## src/rtl/bitonic_sort_pkg.sv

```systemverilog
// bitonic_sort_pkg: shared lane geometry, FSM states and lane packing helper for bitonic_sort_ctrl
package bitonic_sort_pkg;
  localparam int LANES = 8;
  localparam int CNT_W = 4;
  localparam int IDX_W = 3;
  typedef enum logic [1:0] {FILL, WAIT, DRAIN} state_t;
  function automatic int lane_lsb(input int k, input int w);
    return k * w;
  endfunction
endpackage

```

## src/rtl/bitonic_sort_ctrl_lanebuf.sv

```systemverilog
// bitonic_sort_ctrl_lanebuf: 8-lane register file with indexed write, pad-fill, parallel load and indexed read
module bitonic_sort_ctrl_lanebuf
  import bitonic_sort_pkg::*;
#(
  parameter int WIDTH = 8
) (
  input  logic                   clk,
  input  logic                   rst_n,
  input  logic                   i_wr_en,
  input  logic [IDX_W-1:0]       i_wr_idx,
  input  logic [WIDTH-1:0]       i_wr_data,
  input  logic                   i_pad_en,
  input  logic [CNT_W-1:0]       i_pad_from,
  input  logic                   i_ld_en,
  input  logic [LANES*WIDTH-1:0] i_ld_data,
  input  logic [IDX_W-1:0]       i_rd_idx,
  output logic [WIDTH-1:0]       o_rd_data,
  output logic [LANES*WIDTH-1:0] o_lanes
);
  logic [WIDTH-1:0] r_lane [LANES];
  // per lane: sorter load wins, then serial write, then all-ones padding above the last real element
  always_ff @(posedge clk or negedge rst_n)
    if (!rst_n)
      for (int k = 0; k < LANES; k++) r_lane[k] <= '0;
    else
      for (int k = 0; k < LANES; k++)
        r_lane[k] <= i_ld_en ? i_ld_data[lane_lsb(k, WIDTH) +: WIDTH]
                   : (i_wr_en && i_wr_idx == k[IDX_W-1:0]) ? i_wr_data
                   : (i_pad_en && i_pad_from <= k[CNT_W-1:0]) ? {WIDTH{1'b1}}
                   : r_lane[k];
  for (genvar g = 0; g < LANES; g++) begin : g_pack
    assign o_lanes[lane_lsb(g, WIDTH) +: WIDTH] = r_lane[g];
  end
  assign o_rd_data = r_lane[i_rd_idx];
endmodule

```

## src/rtl/bitonic_sort_ctrl.sv

```systemverilog
// bitonic_sort_ctrl: serial valid/ready front/back end for a shared 8-lane sorter; BITONIC_SORT_CTRL_DESC_EN drains in descending order
module bitonic_sort_ctrl
  import bitonic_sort_pkg::*;
#(
  parameter int WIDTH    = 8,
  parameter int SORT_LAT = 1
) (
  input  logic                   clk,
  input  logic                   rst_n,
  input  logic                   s_valid,
  output logic                   s_ready,
  input  logic [WIDTH-1:0]       s_data,
  input  logic                   s_last,
  output logic                   m_valid,
  input  logic                   m_ready,
  output logic [WIDTH-1:0]       m_data,
  output logic                   m_last,
  output logic [LANES*WIDTH-1:0] srt_in,
  input  logic [LANES*WIDTH-1:0] srt_out,
  output logic                   busy
);
  state_t           r_state, w_state_nx;
  logic [CNT_W-1:0] r_cnt, w_cnt_nx, r_nvalid, w_nvalid_nx, r_wcnt, w_wcnt_nx;
  logic [IDX_W-1:0] r_rdidx, w_rdidx_nx, w_rd_start, w_rd_step;
  logic             r_s_ready, w_s_ready_nx, r_m_valid, w_m_valid_nx;
  logic             w_s_hs, w_m_hs, w_fin, w_last, w_wr_en, w_pad_en, w_ld_en;
  logic [CNT_W-1:0] w_cnt_inc, w_top;
  logic [WIDTH-1:0] w_rd_data;
  assign w_s_hs    = s_valid & r_s_ready;
  assign w_m_hs    = r_m_valid & m_ready;
  assign w_cnt_inc = r_cnt + CNT_W'(1);
  assign w_top     = r_nvalid - CNT_W'(1);
  assign w_fin     = w_s_hs & (s_last | (w_cnt_inc == CNT_W'(LANES)));
`ifdef BITONIC_SORT_CTRL_DESC_EN
  assign w_last     = r_rdidx == '0;
  assign w_rd_start = w_top[IDX_W-1:0];
  assign w_rd_step  = r_rdidx - IDX_W'(1);
`else
  assign w_last     = {1'b0, r_rdidx} == w_top;
  assign w_rd_start = '0;
  assign w_rd_step  = r_rdidx + IDX_W'(1);
`endif
  // next-state and buffer controls: fill, wait out the sorter latency, drain only the real elements
  always_comb begin
    w_state_nx   = r_state;
    w_cnt_nx     = r_cnt;
    w_nvalid_nx  = r_nvalid;
    w_wcnt_nx    = r_wcnt;
    w_rdidx_nx   = r_rdidx;
    w_s_ready_nx = r_s_ready;
    w_m_valid_nx = r_m_valid;
    w_wr_en      = 1'b0;
    w_pad_en     = 1'b0;
    w_ld_en      = 1'b0;
    if (r_state == FILL) begin
      w_s_ready_nx = ~w_fin;
      w_wr_en      = w_s_hs;
      w_cnt_nx     = w_s_hs ? w_cnt_inc : r_cnt;
      if (w_fin) begin
        w_pad_en    = 1'b1;
        w_nvalid_nx = w_cnt_inc;
        w_wcnt_nx   = CNT_W'(SORT_LAT);
        w_state_nx  = WAIT;
      end
    end else if (r_state == WAIT) begin
      w_wcnt_nx = r_wcnt - CNT_W'(1);
      if (r_wcnt == '0) begin
        w_wcnt_nx    = r_wcnt;
        w_ld_en      = 1'b1;
        w_rdidx_nx   = w_rd_start;
        w_m_valid_nx = 1'b1;
        w_state_nx   = DRAIN;
      end
    end else if (r_state == DRAIN && w_m_hs) begin
      w_rdidx_nx = w_last ? r_rdidx : w_rd_step;
      if (w_last) begin
        w_m_valid_nx = 1'b0;
        w_s_ready_nx = 1'b1;
        w_cnt_nx     = '0;
        w_state_nx   = FILL;
      end
    end
  end
  // state register; reset discards any partial or in-flight block
  always_ff @(posedge clk or negedge rst_n)
    if (!rst_n) begin
      r_state   <= FILL;
      r_cnt     <= '0;
      r_nvalid  <= '0;
      r_wcnt    <= '0;
      r_rdidx   <= '0;
      r_s_ready <= 1'b0;
      r_m_valid <= 1'b0;
    end else begin
      r_state   <= w_state_nx;
      r_cnt     <= w_cnt_nx;
      r_nvalid  <= w_nvalid_nx;
      r_wcnt    <= w_wcnt_nx;
      r_rdidx   <= w_rdidx_nx;
      r_s_ready <= w_s_ready_nx;
      r_m_valid <= w_m_valid_nx;
    end
  bitonic_sort_ctrl_lanebuf #(.WIDTH(WIDTH)) u_lanebuf (
    .clk        (clk),
    .rst_n      (rst_n),
    .i_wr_en    (w_wr_en),
    .i_wr_idx   (r_cnt[IDX_W-1:0]),
    .i_wr_data  (s_data),
    .i_pad_en   (w_pad_en),
    .i_pad_from (w_cnt_inc),
    .i_ld_en    (w_ld_en),
    .i_ld_data  (srt_out),
    .i_rd_idx   (r_rdidx),
    .o_rd_data  (w_rd_data),
    .o_lanes    (srt_in)
  );
  assign s_ready = r_s_ready;
  assign m_valid = r_m_valid;
  assign m_data  = w_rd_data;
  assign m_last  = (r_state == DRAIN) & w_last;
  assign busy    = (r_state != FILL) | (r_cnt != '0);
endmodule

```

## config.mk

```make
export PLATFORM = sky130hd
export DESIGN_NAME = bitonic_sort_ctrl
export DESIGN_NICKNAME = d
export VERILOG_FILES = /design/src/rtl/bitonic_sort_pkg.sv /design/src/rtl/bitonic_sort_ctrl_lanebuf.sv /design/src/rtl/bitonic_sort_ctrl.sv
export SDC_FILE = /design/constraint.sdc
export NUM_CORES = 1
export LEC_CHECK = 0
export CAP_MARGIN = 20
export CORE_MARGIN = 3
export CORE_UTILIZATION = 40
export DETAILED_ROUTE_END_ITERATION = 16
export PLACE_DENSITY = 0.74
export SETUP_SLACK_MARGIN = 0.3
export SLEW_MARGIN = 10
export SYNTH_ARGS = -nofsm -noshare
export SYNTH_HDL_FRONTEND = slang
export SYNTH_SLANG_ARGS = --single-unit
```

## constraint.sdc

```tcl
create_clock -name clk -period 2.9 [get_ports clk]
set_clock_uncertainty 0.1 [all_clocks]
set_input_delay 0.58 -clock clk [delete_from_list [all_inputs] [get_ports clk]]
set_output_delay 0.58 -clock clk [all_outputs]
set_load 0.05 [all_outputs]
```

==> results.json <==
{
  "worst_pin_slew_ns": 0.813,
  "wirelength_um": 17600,
  "status": "completed",
  "async_reset_ff_share_pct": 100,
  "vdd_drop_max_v": 0.000238,
  "p_per_area_nw_per_um2": 407,
  "vias": 4845,
  "antenna_found_initial": 0,
  "p_clk_share_pct": 49.6,
  "ys.flop_type": "dfrtp_1",
  "crit_arrival_ns": 2.01,
  "drt-initial-drc-count": 554,
  "ys_seq_area_share_pct": 43.1,
  "post-dp-hpwl_um": 12600,
  "min_path_type": "in -> async",
  "vias_per_cell": 6.31,
  "cpPeakStageDelay_ns": 0.46,
  "p_switching_mw": 0.614,
  "critPathKind": "reg -> out",
  "slowest_stage": "or3b_2",
  "placed_area_um2": 6440,
  "design_area_um2": 6990,
  "min_period_ns": 2.69,
  "ys_ff_latch": 83,
  "p_seq_share_pct": 41.4,
  "grt_util_all_layers_pct": 25.9,
  "rows": 39,
  "synth_edf_count": 0,
  "grt_max_degree": 47,
  "setup_violations": 0,
  "wl_per_cell_um": 22.9,
  "ys_top_cells_by_count": "dfrtp_1 (83), o22ai_1 (52), a21oi_1 (42)",
  "path_cells": "inv_2 -> ha_4 -> or3b_2 -> or3_4 -> buf_6",
  "dieHeight_um": 116,
  "start_kind": "register",
  "fin_hold_ws_ns": 0.151,
  "synth_cell_types": 51,
  "fin_cells": 768,
  "ios": 153,
  "required_ns": 2.22,
  "drive_above_1_share_pct": 14.7,
  "syn_nets": 570,
  "hold_viol_final": 0,
  "maxCapViolCount": 0,
  "cts-htree-levels": 3,
  "synth_most_common_cell": "dfrtp_1",
  "relSlewSlack_pct": 45.7,
  "fin_crit_sh_pct": 92.6,
  "grt_setup_unrepaired": "true",
  "synth.top_cell.area_share_pct": 43.1,
  "diodes": 0,
  "cts_root_buffer": "clkbuf_16",
  "detail-route-antenna-nets": 0,
  "io_buffer_count": 152,
  "syn_area_per_cell_um2": 10.0,
  "setup_tns_ns": 0,
  "p_int_mw": 2.23,
  "start_util_pct": 41.5,
  "cts_sinks": 83,
  "grt_pass1_wl_um": 26500,
  "grt_pass1_vias": 4844,
  "gp_congestion": 0.919,
  "dpl.cell_count": 747,
  "drc": 0,
  "synth_area_um2": 4820,
  "cts_tree": "done",
  "synthCells": 482,
  "grt_overflow": 0,
  "yosysWarnings": 0,
  "synth_top_area_cell": "dfrtp_1",
  "fmax_mhz": 372,
  "syn_to_final_growth_pct": 44.9,
  "cp-end-kind": "output pin",
  "clock_path_buffers": 2,
  "cts_made_buffers": 9,
  "clock_latency_ns": 0.34,
  "maxSlewViolCount": 0,
  "die_width_um": 116,
  "n_fill_cell": 971,
  "p_leak_nw": 2.95,
  "crit_fanout": 5,
  "synthTopCellsByArea": "dfrtp_1 (43%), mux4_2 (7.5%), o22ai_1 (6.7%)",
  "clk_pin_slew_worst_paths_ns": 0.06,
  "core_region_area_um2": 11600,
  "nets": 708,
  "first_pass_iters": 5,
  "power_frac_comb_pct": 9.0,
  "swShare_pct": 21.6,
  "die-area_um2": 13400,
  "cts-hold-fix-buffers": 0
}
==> through the flow <==
step	utilization, %	power, mW	worst slack, ns
floorplan	-	1.28	0.313
detailed placement	55.5	1.46	0.281
CTS	59.3	2.86	0.224
global route	60.2	2.92	0.162
global placement	55.5	1.45	0.382
finish	60.2	2.85	0.214
==> sequential cells by signal, summed over array words and instances, names as in the netlist <==
name and cells:
r_wcnt 4, u_lanebuf.o_lanes 64, r_nvalid 4, s_ready 1, r_cnt 4, m_valid 1
r_state 2, r_rdidx 3
==> worst max-delay path, delay by kind of cell, from the launching register on <==
kind / cells / cell delay [ns]
adders and majority gates: 1 / 0.18
DFF: 1 / 0.42
buffers and inverters: 2 / 0.26
and+or+nand+nor: 2 / 0.81
==> power by group through the flow <==
| stage | registers [mW] | clock network [mW] | logic [mW] |
|---|---|---|---|
| after CTS | 1.18 | 1.42 | 0.256 |
| after global placement | 1.20 | 0 | 0.253 |
| after global routing | 1.18 | 1.47 | 0.268 |
| final | 1.18 | 1.41 | 0.256 |
| after detailed placement | 1.20 | 0 | 0.254 |
| after floorplan | 1.24 | 0 | 0.0389 |
==> cell type report <==
class / instances / area [um2] / share of cell area, %
timing repair buffer: 174 / 1780 / 25.5
sequential: 83 / 2080 / 29.8
clock buffer: 10 / 229 / 3.28
multi-input combinational: 325 / 2480 / 35.5
inverter: 27 / 101 / 1.45
clock inverter: 6 / 136 / 1.95
tap: 143 / 179 / 2.56
==> cells by family after synthesis <==
| family | after synthesis | synth area share (%) |
|---|---|---|
| AOI/OAI and AO/OA | 164 | 22.2 |
| xor gates and xnor gates | 6 | 1.09 |
| adders and majority gates | 11 | 2.85 |
| buffers and inverters | 74 | 7.42 |
| DFF | 83 | 43.1 |
| muxes | 29 | 10.4 |
| and+or+nand+nor | 115 | 13.0 |
==> worst paths after layout <==
kind / slack, ns / cells after the start / endpoint / from
min in group clk: 0.44 / 1 / r_nvalid[1] / r_nvalid[1]
min: 0.15 / 1 / r_wcnt[2] / rst_n
max in group asynchronous: 1.84 / 2 / r_rdidx[0] / rst_n
max reg2reg: 0.49 / 5 / u_lanebuf.o_lanes[48] / r_cnt[0]
min reg2reg: 0.44 / 1 / r_nvalid[1] / r_nvalid[1]
max: 0.21 / 5 / busy / r_cnt[0]
==> timing repair <==
action                                  in CTS  in global routing
gates resized for setup                     12                 20
gates cloned                                 0                  1
pin swaps                                    0                  0
buffers inserted                             4                  0
endpoints found under the setup margin      10                 18
==> per-layer routing <==
metal / vias to the layer above / part of all wire [%] / global-route usage [%]
met1: 2389 / 38 / 33.7
met2: 294 / 49 / 42.6
met5: - / 0 / 0
li1: 2110 / - / -
met4: 0 / 3.3 / 9.13
met3: 52 / 9.5 / 5.80
==> layout by cell type, fill, tap and decap left out, drive strengths merged, types with 5 or more instances in the layout <==
| cell | netlist | routed |
|---|---|---|
| a2bb2oi | 8 | 8 |
| clkdlybuf4s50 | 0 | 141 |
| buf | 32 | 32 |
| a311oi | 8 | 8 |
| nand3 | 12 | 12 |
| o211ai | 10 | 10 |
| o221ai | 8 | 8 |
| nor3 | 35 | 35 |
| o22ai | 52 | 52 |
| and3 | 6 | 6 |
| a31oi | 9 | 9 |
| a21oi | 42 | 42 |
| xor2 | 5 | 5 |
| ha | 11 | 11 |
| nand3b | 9 | 9 |
| nand2 | 29 | 29 |
| mux2 | 9 | 9 |
| clkbuf | 15 | 11 |
| nor2 | 7 | 7 |
| o21ai | 13 | 13 |
| inv | 27 | 28 |
| mux4 | 16 | 16 |
| dfrtp | 83 | 83 |
(Power assumes the default switching activity.)
